`src/rtl/acondicionador_botones_if.sv`:
```
// Button-conditioner bus: raw button levels and clear in, command pulses and held levels out.
// The master side belongs to the board/test logic, the slave side to the conditioner.
interface acondicionador_botones_if #(
  parameter int N_BTN = 7
);
  logic [N_BTN-1:0] btn_raw;
  logic             clear;
  logic [N_BTN-1:0] pulse_out;
  logic [N_BTN-1:0] level_out;

  modport master (
    output btn_raw,
    output clear,
    input  pulse_out,
    input  level_out
  );

  modport slave (
    input  btn_raw,
    input  clear,
    output pulse_out,
    output level_out
  );
endinterface

```
`src/rtl/acondicionador_botones.sv`:
```
// Minesweeper pushbutton conditioner: per-button sync, debounce, press detect and auto-repeat,
// followed by a lowest-index-first arbiter that emits at most one one-cycle command pulse per clock.
//
// state    | meaning
// ---------+-----------------------------------------------------------
// IDLE     | button released and stable
// DB_PRESS | press seen, counting stable samples before accepting it
// PRESSED  | press accepted, waiting for the first auto-repeat
// REPEAT   | auto-repeating at the repeat rate
// DB_REL   | release seen, counting stable samples before accepting it
module acondicionador_botones #(
  parameter int               N_BTN           = 7,
  parameter bit               ACTIVE_LOW      = 1'b1,
  parameter int               DEBOUNCE_CYCLES = 4,
  parameter int               REPEAT_DELAY    = 20,
  parameter int               REPEAT_RATE     = 8,
  parameter logic [N_BTN-1:0] REPEAT_MASK     = 7'b0001111
) (
  input  logic                    clk,
  input  logic                    rst,
  acondicionador_botones_if.slave bus
);

  localparam int MAX_A   = (DEBOUNCE_CYCLES > REPEAT_DELAY) ? DEBOUNCE_CYCLES : REPEAT_DELAY;
  localparam int MAX_CNT = (MAX_A > REPEAT_RATE) ? MAX_A : REPEAT_RATE;
  localparam int CW      = $clog2(MAX_CNT + 1);

  localparam logic [CW-1:0] CNT_ONE = CW'(1);
  localparam logic [CW-1:0] CNT_MAX = CW'(MAX_CNT);
  localparam logic [CW-1:0] CNT_DB  = CW'(DEBOUNCE_CYCLES);
  localparam logic [CW-1:0] CNT_RD  = CW'(REPEAT_DELAY);
  localparam logic [CW-1:0] CNT_RR  = CW'(REPEAT_RATE);

  typedef enum logic [2:0] {
    IDLE     = 3'd0,
    DB_PRESS = 3'd1,
    PRESSED  = 3'd2,
    REPEAT   = 3'd3,
    DB_REL   = 3'd4
  } state_t;

  logic [N_BTN-1:0] s_in;
  logic [N_BTN-1:0] sync1_q;
  logic [N_BTN-1:0] sync2_q;

  state_t           state_q [N_BTN];
  state_t           state_d [N_BTN];
  logic [CW-1:0]    cnt_q   [N_BTN];
  logic [CW-1:0]    cnt_d   [N_BTN];

  logic [N_BTN-1:0] event_v;
  logic [N_BTN-1:0] req;
  logic [N_BTN-1:0] grant;
  logic [N_BTN-1:0] pending_q, pending_d;
  logic [N_BTN-1:0] pulse_q, pulse_d;
  logic [N_BTN-1:0] level_q, level_d;

  function automatic logic [CW-1:0] sat_inc(input logic [CW-1:0] v);
    return (v == CNT_MAX) ? v : v + CNT_ONE;
  endfunction

  assign s_in = bus.btn_raw ^ {N_BTN{ACTIVE_LOW}};

  always_ff @(posedge clk or negedge rst) begin
    if (!rst) begin
      sync1_q   <= '0;
      sync2_q   <= '0;
      pending_q <= '0;
      pulse_q   <= '0;
      level_q   <= '0;
      for (int i = 0; i < N_BTN; i++) begin
        state_q[i] <= IDLE;
        cnt_q[i]   <= '0;
      end
    end else begin
      sync1_q   <= s_in;
      sync2_q   <= sync1_q;
      pending_q <= pending_d;
      pulse_q   <= pulse_d;
      level_q   <= level_d;
      for (int i = 0; i < N_BTN; i++) begin
        state_q[i] <= state_d[i];
        cnt_q[i]   <= cnt_d[i];
      end
    end
  end

  always_comb begin
    event_v = '0;
    level_d = '0;
    for (int i = 0; i < N_BTN; i++) begin
      state_d[i] = state_q[i];
      cnt_d[i]   = sat_inc(cnt_q[i]);
      case (state_q[i])
        IDLE: begin
          cnt_d[i] = cnt_q[i];
          if (sync2_q[i]) begin
            state_d[i] = DB_PRESS;
            cnt_d[i]   = CNT_ONE;
          end
        end
        DB_PRESS: begin
          if (!sync2_q[i]) begin
            state_d[i] = IDLE;
            cnt_d[i]   = cnt_q[i];
          end else if (cnt_q[i] == CNT_DB) begin
            state_d[i] = PRESSED;
            event_v[i] = 1'b1;
            cnt_d[i]   = CNT_ONE;
          end
        end
        PRESSED: begin
          if (!sync2_q[i]) begin
            state_d[i] = DB_REL;
            cnt_d[i]   = CNT_ONE;
          end else if (REPEAT_MASK[i] && cnt_q[i] == CNT_RD) begin
            state_d[i] = REPEAT;
            event_v[i] = 1'b1;
            cnt_d[i]   = CNT_ONE;
          end
        end
        REPEAT: begin
          if (!sync2_q[i]) begin
            state_d[i] = DB_REL;
            cnt_d[i]   = CNT_ONE;
          end else if (cnt_q[i] == CNT_RR) begin
            event_v[i] = 1'b1;
            cnt_d[i]   = CNT_ONE;
          end
        end
        DB_REL: begin
          // A re-press during release debounce restarts the repeat delay silently.
          if (sync2_q[i]) begin
            state_d[i] = PRESSED;
            cnt_d[i]   = CNT_ONE;
          end else if (cnt_q[i] == CNT_DB) begin
            state_d[i] = IDLE;
          end
        end
        default: begin
          state_d[i] = IDLE;
          cnt_d[i]   = '0;
        end
      endcase
      level_d[i] = (state_d[i] == PRESSED) || (state_d[i] == REPEAT) || (state_d[i] == DB_REL);
    end
  end

  // Lowest set bit wins; losers stay pending, so a repeat on a pending bit merges into it.
  always_comb begin
    req       = pending_q | (bus.clear ? '0 : event_v);
    grant     = req & (~req + 1'b1);
    pulse_d   = bus.clear ? '0 : grant;
    pending_d = bus.clear ? '0 : (req & ~grant);
  end

  assign bus.pulse_out = pulse_q;
  assign bus.level_out = level_q;

endmodule

```
`src/flat_wrapper.sv`:
```
// flat-port wrapper written by rule: the top's interface ports become plain ports
module acondicionador_botones_flat 
#(
  parameter int               N_BTN           = 7,
  parameter bit               ACTIVE_LOW      = 1'b1,
  parameter int               DEBOUNCE_CYCLES = 4,
  parameter int               REPEAT_DELAY    = 20,
  parameter int               REPEAT_RATE     = 8,
  parameter logic [N_BTN-1:0] REPEAT_MASK     = 7'b0001111
)
  (clk, rst, bus_btn_raw, bus_clear, bus_pulse_out, bus_level_out);
  acondicionador_botones_if #(.N_BTN(N_BTN)) bus_i ();
  input  logic clk;
  input  logic rst;
  input wire logic [$bits(bus_i.btn_raw)-1:0] bus_btn_raw;
  input wire logic [$bits(bus_i.clear)-1:0] bus_clear;
  output wire logic [$bits(bus_i.pulse_out)-1:0] bus_pulse_out;
  output wire logic [$bits(bus_i.level_out)-1:0] bus_level_out;
  assign bus_i.btn_raw = bus_btn_raw;
  assign bus_i.clear = bus_clear;
  assign bus_pulse_out = bus_i.pulse_out;
  assign bus_level_out = bus_i.level_out;
  acondicionador_botones #(.N_BTN(N_BTN), .ACTIVE_LOW(ACTIVE_LOW), .DEBOUNCE_CYCLES(DEBOUNCE_CYCLES), .REPEAT_DELAY(REPEAT_DELAY), .REPEAT_RATE(REPEAT_RATE), .REPEAT_MASK(REPEAT_MASK)) u_core (.clk(clk), .rst(rst), .bus(bus_i));
endmodule
```
`config.mk`:
```
export PLATFORM = sky130hd
export DESIGN_NAME = acondicionador_botones_flat
export DESIGN_NICKNAME = d
export VERILOG_FILES = /design/src/rtl/acondicionador_botones_if.sv /design/src/rtl/acondicionador_botones.sv /design/src/flat_wrapper.sv
export SDC_FILE = /design/constraint.sdc
export NUM_CORES = 1
export LEC_CHECK = 0
export ABC_AREA = 1
export BUFFER_PORTS_ARGS = -buffer_cell sky130_fd_sc_hd__buf_2
export CAP_MARGIN = 20
export CORE_ASPECT_RATIO = 1.1
export CORE_MARGIN = 5
export CORE_UTILIZATION = 45
export CTS_BUF_LIST = sky130_fd_sc_hd__clkbuf_8
export DETAILED_ROUTE_END_ITERATION = 16
export GPL_TIMING_DRIVEN = 1
export SYNTH_ARGS = -nofsm -noshare
export SYNTH_HDL_FRONTEND = slang
export SYNTH_SLANG_ARGS = --single-unit
```
`constraint.sdc`:
```
create_clock -name clk -period 6.4 [get_ports clk]
set_clock_uncertainty 0.1 [all_clocks]
set_input_delay 0.64 -clock clk [delete_from_list [all_inputs] [get_ports clk]]
set_output_delay 0.64 -clock clk [all_outputs]
set_load 0.02 [all_outputs]
```
==> results_dict.tcl, run 1 <==
set metrics [dict create \
    cp_top_family "adder cells" \
    post_cts_buffers 0 \
    rrSetupSlack_ns 4.04 \
    yosysWarningCount 0 \
    reg2reg_from "u_core.cnt_q[15]" \
    reg2reg_to "u_core.cnt_q[15]" \
    synthToLayoutAreaGrowth_pct 10.00 \
    dieArea_um2 14480 \
    period_share_pct 36.82 \
    leakage_nw 3.080 \
    yosysTopAreaCellShare_pct 41.11 \
    cts_made_buffers 9 \
    vias 4757 \
    rsz0062_at_grt "no" \
    grt_max_degree 74 \
    ctsResizeCount 0 \
    std_cell_rows 42 \
    finalHoldViolCount 0 \
    h-tree-depth 3 \
    async_reset_ff_share_pct 100.0 \
    worstSetupPathType "reg2reg" \
    synth.distinct_cells 39 \
    synthTopCellsByArea "dfrtp_1 (41%), nand2_1 (9.9%), inv_1 (7.9%), nor2_1 (5.7%), o21ai_0 (4.3%)" \
    yosysSeqAreaShare_pct 41.11 \
    via_per_inst 5.182 \
    status "completed" \
    crit_chain "inv_1 -> ha_1 -> nand3_1 -> nor2_2 -> inv_1 -> ha_1 -> o21ai_0 -> nand2_1 -> a21oi_1 -> nand3_1 -> o21ai_0 -> o21ai_0" \
    synth_edf_count 0 \
    syn_avg_cell_area_um2 7.494 \
    powerDensity_nw_per_um2 310.2 \
    cp_slowest_cell "dfrtp_1" \
    synthFlopType "dfrtp_1" \
    min-delay-path-class "in2async" \
    syn_nets 759 \
    crit_fanout 4 \
    coreArea_um2 11980 \
    synth_cells 731 \
    hpwl_mm 8.807 \
    drt-total-wl_mm 11.62 \
    critPathBufInv 2 \
    worst_slew_pin_slew_ns 0.9208 \
    clockRootBuffer "clkbuf_8" \
    period_needed_ns 2.356 \
    required_ns 6.54 \
    netlist_area_um2 5478 \
    grt_use_total_pct 16.79 \
    relSlewSlack_pct 38.61 \
    yosysTopAreaCell "dfrtp_1" \
    fmax_mhz 424.4 \
    clock-sinks 90 \
    tns_ns 0 \
    drive_gt1_share_pct 14.27 \
    io_buffers 23 \
    postCtsHoldBufs 0 \
    fillerInstances 1185 \
    max_cap_viol_count 0 \
    drc 0 \
    cts.clk_slew.worst_paths_ns 0.09 \
    cp-startpoint "u_core.cnt_q[15]" \
    io_pins 24 \
    slew_viol_final 0 \
    nets 787 \
    start_util_pct 45.72 \
    die_x_um 115.2 \
    ir_worst_vdd_mv 0.1595 \
    slowest_delay_ns 0.42 \
    ys_ff_latch 90 \
    final-setup-viol-count 0 \
    ant_nets 0 \
    grt_pass1_vias 4602 \
    r2r_cells 12 \
    clock_latency_ns 0.36 \
    first_pass_iters 5 \
    cp-end-kind "flop" \
    cts_tree "done" \
    cpMostUsedCell "o21ai_0" \
    power.total_mw 1.869 \
    cp.arrival_ns 2.50 \
    cts_max_path_buffers 2 \
    whs_ns 0.02350 \
    place_congestion 0.8744 \
    post_drt_wl_per_cell_um 12.65 \
    crit_path_start_kind "flop" \
    diodes 0 \
    first_iter_violations 322 \
    antenna_found_initial 0 \
    grt_pass1_wl_mm 20.20 \
    gr-total-overflow 0 \
    die_h_um 125.7 \
]
==> area by class of cell <==
| class | instances | area (um2) | share of cell area (%) |
|---|---|---|---|
| clock buffers | 9 | 123.9 | 2.056 |
| clock inverters | 7 | 141.4 | 2.346 |
| inverters | 126 | 473.0 | 7.849 |
| multi-input cells | 508 | 2718 | 45.10 |
| flip-flops and latches | 90 | 2252 | 37.38 |
| well taps | 154 | 192.7 | 3.198 |
| repair buffers | 24 | 125.1 | 2.076 |
==> worst max-delay path by stage <==
stage,endpoint,cells past startpoint,slack [ns]
after CTS,u_core.cnt_q[15],12,4.04
after global routing,u_core.cnt_q[15],12,3.75
after global placement,u_core.cnt_q[15],12,4.17
final,u_core.cnt_q[15],12,4.04
after floorplan,u_core.cnt_q[15],12,4.33
after detailed placement,u_core.cnt_q[15],12,4.06
==> through the flow <==
stage               area (um2)  worst slack [ns]  util, %  cells
global placement          5761             4.174    48.08    902
floorplan                 5478             4.329        -    731
finish                    6026             4.044    50.29    918
detailed placement        5761             4.062    48.08    902
CTS                       6026             4.043    50.29    918
global route              6026             3.752    50.29    918
==> cells by family after synthesis <==
group           synth area share [%]
compound gates                 12.59
xor+xnor                       1.279
buf+inv                        9.274
simple gates                   31.64
flops                          41.11
fa+ha+maj                      4.112
==> state kept, by name, indices dropped and copies added, names as in the netlist <==
name and cells:
u_core.bus.level_out 7, u_core.bus.pulse_out 7, u_core.cnt_q 35, u_core.pending_q 6, u_core.state_q 21, u_core.sync1_q 7, u_core.sync2_q 7
==> routing by layer <==
metal	part of all wire, %	GRT usage, %	wire, um	vias up
li1	-	-	-	2418
met1	46	21.46	5364	2234
met2	49	27.96	5665	88
met3	3.2	2.783	366	17
met4	1.9	7.044	221	0
met5	0	0	0	-
==> power breakdown <==
group	switching, mW	leakage [nW]	internal, mW
clock	0.209	0.129	0.299
sequential	0.106	1.19	0.656
combinational	0.384	1.76	0.216
==> synthesized netlist by cell type (all sizes together), types with 4 or more instances <==
library cell,count
ha,18
nand4,13
dfrtp,90
inv,126
xor2,8
buf,7
nand2,162
a21oi,36
o21ai,51
a211oi,4
nor2,103
o22ai,7
o31ai,11
nand3,50
or2,4
nor3,27
==> placed cells by master, fill, tap and decap left out, types with 10 or more instances in the layout <==
| master | synthesis | routed |
|---|---|---|
| nand2_1 | 144 | 144 |
| inv_1 | 116 | 116 |
| dfrtp_1 | 90 | 90 |
| nor2_1 | 83 | 83 |
| o21ai_0 | 47 | 47 |
| nand3_1 | 40 | 40 |
| a21oi_1 | 34 | 34 |
| buf_2 | 7 | 22 |
| nor3_1 | 20 | 20 |
| nor2_2 | 18 | 18 |
| ha_1 | 18 | 18 |
| nand2_2 | 15 | 15 |
| nand4_1 | 13 | 13 |
| o31ai_1 | 11 | 11 |
| inv_2 | 10 | 10 |
No activity file was read; power rests on OpenSTA's default activity.
==> run 2: changes to the inputs <==
- clock period: 6.4 -> 2.41 ns (I/O delays scaled with it)
==> run 2 against run 1 <==
Sequential cell count unchanged. Non-clock buffer count rose by 9. Register-to-register slack got worse by 3.8 ns. Largest power group unchanged. Highest routed layer unchanged. Critical endpoint unchanged.
==> results_dict.tcl, run 2 (synthesis results as in run 1) <==
set metrics [dict create \
    status "completed" \
    cp.arrival_ns 2.35 \
    use_met2_pct 28.00 \
    gr-total-overflow 0 \
    cts.clk_slew.worst_paths_ns 0.08 \
    power.total_mw 4.799 \
    first_pass_iters 5 \
    max_cap_viol_count 0 \
    cts_made_buffers 9 \
    grt_pass1_vias 4693 \
    post_drt_wl_per_cell_um 12.40 \
    grt_pass1_wl_mm 20.30 \
    std_cell_rows 42 \
    layout_common_cells "nand2_1 (144), inv_1 (117), dfrtp_1 (90)" \
    fmax_mhz 454.9 \
    vias 4785 \
    r2r_cells 12 \
    pwr-share-seq_pct 42.1 \
    grt_use_met1_pct 21.04 \
    grt_use_total_pct 16.85 \
    drt-total-wl_mm 11.50 \
    top_regs "u_core.cnt_q (35), u_core.state_q (21)" \
    clockRootBuffer "clkbuf_8" \
    period_needed_ns 2.199 \
    cp-end-kind "flop" \
    cts_max_path_buffers 2 \
    rrSetupSlack_ns 0.21 \
    top_register "u_core.cnt_q" \
    io_pins 24 \
    relSlewSlack_pct 62.46 \
    diodes 0 \
    powerDensity_nw_per_um2 786.2 \
    via_per_inst 5.162 \
    top_usage_layer "met2" \
    post-place-cells 902 \
    min-delay-path-class "in2reg" \
    whs_ns 0.07196 \
    p_sw_share_pct 38.12 \
    largest_reg_flops 35 \
    dp_slack_ns 0.1016 \
    pwr-share-clk_pct 24.4 \
    hpwl_mm 8.588 \
    ant_nets 0 \
    worstSetupPathType "reg2reg" \
    h-tree-depth 3 \
    leakage_nw 3.116 \
    power_frac_comb_pct 33.5 \
    cts_tree "done" \
    crit_path_start_kind "flop" \
    dieArea_um2 14480 \
    required_ns 2.57 \
    start_util_pct 45.72 \
    p_int_mw 2.970 \
    antenna_found_initial 0 \
    setup_slack_ns 0.2115 \
    synthToLayoutAreaGrowth_pct 11.42 \
    final_common_cell "nand2_1" \
    drive_gt1_share_pct 14.36 \
    clock-sinks 90 \
    die_x_um 115.2 \
    reg2reg_to "u_core.cnt_q[15]" \
    place_congestion 0.9202 \
    coreArea_um2 11980 \
    first_iter_violations 351 \
    final-setup-viol-count 0 \
    period_share_pct 91.22 \
    min_to "u_core.bus.pulse_out[1]" \
    worst_slew_pin_slew_ns 0.5588 \
    nets 796 \
    drc 0 \
    slew_viol_final 0 \
    die_h_um 125.7 \
    p_sw_mw 1.829 \
    fin_cells 927 \
    grt_max_degree 54 \
    io_buffers 23 \
    reg2reg_from "u_core.cnt_q[15]" \
    whs_path_depth 2 \
    holdCritStartpoint "bus_clear" \
    crit_fanout 4 \
    finalHoldViolCount 0 \
    clock_latency_ns 0.37 \
    ir_worst_vdd_mv 0.3914 \
    grt_util_met3_pct 4.031 \
]
[run 2: per-layer routing]
metal  share of wire (%)  routed length, um
met1                  45               5150
met2                  49               5636
met3                 4.5                515
met4                 1.7                197
met5                   0                  0
[run 2: worst max-delay path, stage by stage, from the launching register on]
cell     delay [ns]
dfrtp_1        0.42
inv_1          0.10
ha_1           0.19
nand3_2        0.12
nor2_4         0.13
inv_1          0.06
ha_1           0.33
o21ai_0        0.17
nand2_1        0.08
a21oi_2        0.10
nand3_1        0.07
o21ai_1        0.12
o21ai_0        0.09
[run 2: how the worst max path moves through the flow]
| stage | start | end | slack (ns) |
|---|---|---|---|
| 2_1_floorplan | u_core.cnt_q[15] | u_core.cnt_q[15] | 0.34 |
| 5_1_grt | u_core.cnt_q[15] | u_core.cnt_q[15] | -0.004 |
| 6_report | u_core.cnt_q[15] | u_core.cnt_q[15] | 0.21 |
| 3_5_place_dp | u_core.cnt_q[15] | u_core.cnt_q[15] | 0.10 |
| 3_3_place_gp | u_core.cnt_q[15] | u_core.cnt_q[15] | 0.18 |
| 4_1_cts | u_core.cnt_q[15] | u_core.cnt_q[15] | 0.06 |
[run 2: timing repair]
item / CTS / global route
resized for setup: 0 / 4
endpoints found under the setup margin: 0 / 1
setup buffers: 0 / 1
hold endpoints to repair: 44 / 0
hold buffers: 8 / 0
[run 2: power by group through the flow]
stage	clock, mW	combinational [mW]	sequential (mW)
after floorplan	0	1.25	1.99
after global placement	0	1.56	2.04
after detailed placement	0	1.58	2.04
after CTS	1.23	1.60	2.02
after global routing	1.29	1.86	2.06
final	1.17	1.61	2.02
[run 2: stage by stage]
step           utilization (%)   TNS [ns]  instance area, um2
6_report                 50.94          0                6103
5_1_grt                  50.94  -0.004182                6103
3_5_place_dp             48.18          0                5773
2_1_floorplan                -          0                5478
3_3_place_gp             48.18          0                5773
4_1_cts                  50.76          0                6082
[run 2: layout make-up]
| cell class | instances | area (um2) |
|---|---|---|
| clock inverter | 5 | 77.57 |
| fill | 1132 | 5878 |
| clock buffer | 11 | 151.4 |
| tap | 154 | 192.7 |
| inverter | 126 | 473.0 |
| timing repair buffer | 33 | 225.2 |
| multi-input combinational | 508 | 2731 |
| sequential | 90 | 2252 |
